--- config.mk ---
export PLATFORM = sky130hd
export DESIGN_NAME = jailbreak_dip_apply
export DESIGN_NICKNAME = d
export VERILOG_FILES = /design/src/rtl/jailbreak_dip_apply_pkg.sv /design/src/rtl/jailbreak_dip_apply.sv
export SDC_FILE = /design/constraint.sdc
export NUM_CORES = 1
export LEC_CHECK = 0
export ABC_AREA = 1
export BUFFER_PORTS_ARGS = -buffer_cell sky130_fd_sc_hd__buf_2
export CAP_MARGIN = 20
export CORE_ASPECT_RATIO = 1.2
export CORE_MARGIN = 2
export CORE_UTILIZATION = 62
export CTS_CLUSTER_DIAMETER = 80
export DETAILED_ROUTE_END_ITERATION = 16
export GPL_TIMING_DRIVEN = 0
export HOLD_SLACK_MARGIN = 0.05
export PLACE_DENSITY_LB_ADDON = 0.3
export SYNTH_ARGS = -nofsm -noshare
export SYNTH_HDL_FRONTEND = slang
export SYNTH_SLANG_ARGS = --single-unit
--- constraint.sdc ---
create_clock -name clk -period 3.6 [get_ports clk]
set_clock_uncertainty 0.2 [all_clocks]
set_input_delay 0.54 -clock clk [delete_from_list [all_inputs] [get_ports clk]]
set_output_delay 0.54 -clock clk [all_outputs]
set_load 0.02 [all_outputs]
--- src/rtl/jailbreak_dip_apply_pkg.sv ---
// Shared DIP switch types and the settle/apply state encoding used by the
// bridge-side consumer that applies switch changes to the emulated core.
package jailbreak;

  typedef logic [7:0] dip_switch_t;

  localparam dip_switch_t dip_switch_default = 8'h00;

  typedef enum logic [1:0] {
    IDLE    = 2'd0,
    SETTLE  = 2'd1,
    WAIT_OK = 2'd2,
    HOLD    = 2'd3
  } dip_apply_state_e;

  localparam int DIP_SETTLE_CYCLES = 1024;
  localparam int DIP_RESET_CYCLES  = 16;

  function automatic int dip_max(input int a, input int b);
    return (a > b) ? a : b;
  endfunction

endpackage

--- src/rtl/jailbreak_dip_apply.sv ---
// Debounces the bridge-written DIP vector, waits for a core safe point, then
// latches the new vector and holds the core in reset for a fixed pulse.
module jailbreak_dip_apply
  import jailbreak::*;
#(
  parameter int SETTLE_CYCLES = DIP_SETTLE_CYCLES,
  parameter int RESET_CYCLES  = DIP_RESET_CYCLES
) (
  input  logic                      clk,
  input  logic                      reset,
  input  logic [$bits(dip_switch_t)-1:0] dip_switches_in,
  input  logic                      apply_ok,
  output logic [$bits(dip_switch_t)-1:0] dip_switches_out,
  output logic                      core_reset,
  output logic                      apply_busy,
  output logic [7:0]                apply_count
);

  localparam int CNT_MAX = dip_max(SETTLE_CYCLES, RESET_CYCLES);
  localparam int CNT_W   = $clog2(CNT_MAX + 1);
  localparam logic [CNT_W-1:0] SETTLE_LAST = CNT_W'(SETTLE_CYCLES - 1);
  localparam logic [CNT_W-1:0] RESET_LAST  = CNT_W'(RESET_CYCLES - 1);

  if (SETTLE_CYCLES < 1 || RESET_CYCLES < 1) begin : g_param_check
    $error("jailbreak_dip_apply: SETTLE_CYCLES and RESET_CYCLES must be >= 1");
  end

  dip_apply_state_e state;
  logic [CNT_W-1:0] counter;
  dip_switch_t      candidate;

  assign apply_busy = (state != IDLE);

  always_ff @(posedge clk) begin
    if (reset) begin
      state            <= HOLD;
      counter          <= '0;
      core_reset       <= 1'b1;
      dip_switches_out <= dip_switch_default;
      candidate        <= dip_switch_default;
      apply_count      <= 8'd0;
    end else begin
      unique case (state)
        IDLE: begin
          if (dip_switches_in != dip_switches_out) begin
            candidate <= dip_switches_in;
            counter   <= '0;
            state     <= SETTLE;
          end
        end

        SETTLE: begin
          // Any bounce to a third value restarts the stability window.
          if (dip_switches_in == dip_switches_out) begin
            state <= IDLE;
          end else if (dip_switches_in != candidate) begin
            candidate <= dip_switches_in;
            counter   <= '0;
          end else if (counter == SETTLE_LAST) begin
            state <= WAIT_OK;
          end else begin
            counter <= counter + 1'b1;
          end
        end

        WAIT_OK: begin
          // Input stability takes priority over the safe-point handshake.
          if (dip_switches_in == dip_switches_out) begin
            state <= IDLE;
          end else if (dip_switches_in != candidate) begin
            candidate <= dip_switches_in;
            counter   <= '0;
            state     <= SETTLE;
          end else if (apply_ok) begin
            dip_switches_out <= candidate;
            core_reset       <= 1'b1;
            counter          <= '0;
            apply_count      <= apply_count + 8'd1;
            state            <= HOLD;
          end
        end

        HOLD: begin
          // Inputs are ignored here; IDLE picks up any pending change.
          if (counter == RESET_LAST) begin
            core_reset <= 1'b0;
            counter    <= '0;
            state      <= IDLE;
          end else begin
            counter <= counter + 1'b1;
          end
        end

        default: begin
          state      <= HOLD;
          counter    <= '0;
          core_reset <= 1'b1;
        end
      endcase
    end
  end

endmodule

==> reports/qor.csv <==
metric,value,unit
"Net Count, Synth",378,
power density relative to cell area,537,mW/mm2
RSZ-0062 raised after global routing,no,
residual overflow from global routing,0,
Synth Cell Area,0.00229,mm2
clock sinks,38,
iteration-0 DRC count of the detailed router,79,
final routed wirelength across all metal layers,4850,um
number of distinct library cells after synthesis,23,
antenna-violating nets left,0,
total design power,1.38,mW
CP endpoint,counter[10]$_SDFFE_PP0P_,
clk root buf,sky130_fd_sc_hd__clkbuf_8,
number of cells on the worst hold path,2,
startpoint type of the worst setup path,flip-flop,
area added between synthesis and finish,12.2,%
maximum level of the CTS H-tree,2,
largest fanout on the critical path,9,
critical path type,flip-flop to flip-flop,
setup repair bufs after CTS,0,
depth of the worst register-to-register path,10,
antenna violations before repair,0,
Hold/Removal Path Class,flip-flop to flip-flop,
kind of capture point of the worst setup path,flip-flop,
pin count of the biggest net entering global routing,13,
r2r setup slk,1.39,ns
fmax,451,MHz
worst reg2reg path endpoint,counter[10]$_SDFFE_PP0P_,
mean number of vias per cell,5.14,
cells resized by post-CTS repair,0,
global placement routability congestion,0.833,
Die X-Extent,59.4,um
count of hold buffers inserted by post-cts repair,0,
portion of the clock cycle consumed by the worst path in the final layout,61.5,%
wire length per cell after detailed routing,11.2,um
fin crit period,2.21,ns
cell leakage power,1.23,nW
flip-flop and latch count after synthesis,38,
Setup TNS,0,ns
via count,2234,
proportion of layout cells with a drive suffix above 1,12.6,%
number of nets at the end of the flow,412,
launch point of the critical path,counter[0]$_SDFFE_PP0P_,
maximum ir drop on the vdd rail,0.314,mV
"Slew Viols, Final",0,
DR pass1 iterations,4,
required time of the critical path,3.59,ns
Worst EP arrival,2.20,ns
beginning of the worst hold path,core_reset$_SDFFE_PP1P_,
worst max-slew margin expressed relative to the limit,69.8,%
global-route usage over all layers,25.8,%
post-detailed-route DRC marker count,0,
number of hold-slack violations in the final timing report,0,
Std-Cell Rows,24,
area of the core,0.00357,mm2
via count of the first global-routing pass,2094,
post-CTS clock slew at the launch and capture registers of the worst setup and hold paths,0.07,ns
top-level I/O count,29,
total number of yosys warnings,0,
number of port buffers,27,
Num CTS Buffers,5,
Cells after Synth,361,
vertical extent of the die,70.5,um
slew of the pin with the lowest slew margin,0.454,ns
Avg Synthesized Cell Area,6.34,um2
total half-perimeter wirelength after legalization and detailed placement,3790,um
"Clk Latency, worst-skew pair",0.29,ns
critical register-to-register path startpoint,counter[0]$_SDFFE_PP0P_,
run status,completed,
FILL cells,334,
number of violations of the max-capacitance limit,0,
worst-case clock buffer depth,2,
TritonCTS clock tree,done,
wire length of the first global-routing pass,8420,um
number of antenna repair diodes,0,
number of endpoints failing setup at the final stage,0,
sequential fraction of the synthesis area,33.3,%
area of the die,0.00419,mm2
initial core utilization,64.0,%
cells in the mapped netlist:
cell / instances / area (um2)
sky130_fd_sc_hd__nand2_1: 119 / 447
sky130_fd_sc_hd__inv_1: 46 / 173
sky130_fd_sc_hd__nor2_1: 40 / 150
sky130_fd_sc_hd__dfxtp_1: 38 / 761
sky130_fd_sc_hd__a21oi_1: 27 / 135
sky130_fd_sc_hd__nand3_1: 22 / 110
sky130_fd_sc_hd__o21ai_0: 17 / 85.1
sky130_fd_sc_hd__xor2_1: 10 / 87.6
sky130_fd_sc_hd__xnor2_1: 9 / 78.8
sky130_fd_sc_hd__nand4_1: 7 / 43.8
sky130_fd_sc_hd__ha_1: 6 / 75.1
sky130_fd_sc_hd__clkbuf_1: 3 / 11.3
sky130_fd_sc_hd__inv_2: 3 / 11.3
sky130_fd_sc_hd__buf_2: 2 / 10.0
sky130_fd_sc_hd__buf_6: 2 / 22.5
sky130_fd_sc_hd__nor2_2: 2 / 12.5
sky130_fd_sc_hd__nor2_4: 2 / 22.5
sky130_fd_sc_hd__and3_1: 1 / 6.26
sky130_fd_sc_hd__buf_4: 1 / 7.51
sky130_fd_sc_hd__clkinv_2: 1 / 5.00
sky130_fd_sc_hd__nand2_2: 1 / 6.26
sky130_fd_sc_hd__nand4_4: 1 / 21.3
sky130_fd_sc_hd__nor3_1: 1 / 5.00
logic make-up after synthesis:
kind of cell	share of synthesized area, %
and+or+nand+nor	36.1
buffers and inverters	10.5
AOI/OAI and AO/OA	9.63
DFF	33.3
xor gates and xnor gates	7.28
adders and majority gates	3.28
metrics by stage:
step	util (%)	hold slack [ns]	instance area, um2	cells	worst slack, ns
after global routing	71.8	0.283	2570	435	1.17
after floorplan	-	0.234	2290	361	1.73
after global placement	69.2	0.237	2470	427	1.37
after CTS	71.8	0.257	2570	435	1.37
final	71.8	0.255	2570	435	1.39
after detailed placement	69.2	0.239	2470	427	1.38
worst max-delay path, cell delays in order (launching register included):
cell and delay (ns):
sky130_fd_sc_hd__dfxtp_1 0.38, sky130_fd_sc_hd__ha_1 0.19, sky130_fd_sc_hd__nand3_1 0.12, sky130_fd_sc_hd__inv_1 0.15, sky130_fd_sc_hd__nand4_1 0.09, sky130_fd_sc_hd__o21ai_0 0.34
sky130_fd_sc_hd__nand2_1 0.29, sky130_fd_sc_hd__inv_1 0.16, sky130_fd_sc_hd__nor2_1 0.05, sky130_fd_sc_hd__nor2_1 0.09, sky130_fd_sc_hd__nor2_1 0.06
where the power goes:
| group | switching (mW) | internal (mW) |
|---|---|---|
| Sequential | 0.0507 | 0.481 |
| Combinational | 0.350 | 0.191 |
| Clock | 0.151 | 0.154 |
| Total | 0.552 | 0.825 |
layout make-up:
class / count / area [um2] / area share [%]
well taps: 39 / 48.8 / 1.90
inverters: 50 / 189 / 7.36
clock buffers: 6 / 82.6 / 3.22
clock inverters: 2 / 12.5 / 0.488
flip-flops and latches: 38 / 761 / 29.6
repair buffers: 27 / 135 / 5.27
plain buffers: 8 / 51.3 / 2.00
multi-input cells: 265 / 1290 / 50.1
how the worst min path moves through the flow:
stage / to / slack (ns)
floorplan: counter[3]$_SDFFE_PP0P_ / 0.23
global placement: core_reset$_SDFFE_PP1P_ / 0.24
detailed placement: core_reset$_SDFFE_PP1P_ / 0.24
CTS: core_reset$_SDFFE_PP1P_ / 0.26
global route: core_reset$_SDFFE_PP1P_ / 0.28
finish: core_reset$_SDFFE_PP1P_ / 0.25
cells in the final DEF (no fill, tap or decap):
| cell type | Yosys | final |
|---|---|---|
| sky130_fd_sc_hd__o21ai_0 | 17 | 17 |
| sky130_fd_sc_hd__nor2_2 | 2 | 2 |
| sky130_fd_sc_hd__a21oi_1 | 27 | 27 |
| sky130_fd_sc_hd__xnor2_1 | 9 | 9 |
| sky130_fd_sc_hd__and3_1 | 1 | 1 |
| sky130_fd_sc_hd__nand4_1 | 7 | 7 |
| sky130_fd_sc_hd__ha_1 | 6 | 6 |
| sky130_fd_sc_hd__nand3_1 | 22 | 22 |
| sky130_fd_sc_hd__inv_1 | 46 | 46 |
| sky130_fd_sc_hd__buf_6 | 2 | 2 |
| sky130_fd_sc_hd__clkbuf_8 | 0 | 6 |
| sky130_fd_sc_hd__nand4_4 | 1 | 1 |
| sky130_fd_sc_hd__nand2_1 | 119 | 119 |
| sky130_fd_sc_hd__xor2_1 | 10 | 10 |
| sky130_fd_sc_hd__inv_2 | 3 | 3 |
| sky130_fd_sc_hd__nand2_2 | 1 | 1 |
| sky130_fd_sc_hd__nor3_1 | 1 | 1 |
| sky130_fd_sc_hd__clkinv_2 | 1 | 2 |
| sky130_fd_sc_hd__nor2_4 | 2 | 2 |
| sky130_fd_sc_hd__nor2_1 | 40 | 40 |
| sky130_fd_sc_hd__buf_2 | 2 | 29 |
| sky130_fd_sc_hd__buf_4 | 1 | 1 |
| sky130_fd_sc_hd__dfxtp_1 | 38 | 38 |
| sky130_fd_sc_hd__clkbuf_1 | 3 | 3 |
| sky130_fd_sc_hd__clkinvlp_4 | 0 | 1 |
registers in the layout (all words and copies together), names as in the netlist:
name	cells
core_reset	1
dip_switches_out	8
state	2
apply_count	8
candidate	8
counter	11
layer usage:
metal	track usage [%]	up-vias	part of all wire [%]
li1	-	1189	-
met1	28.6	995	42
met2	46.4	39	53
met3	4.94	11	2.9
met4	11.1	0	2.5
met5	0	-	0
No activity file was read; power rests on OpenSTA's default activity.
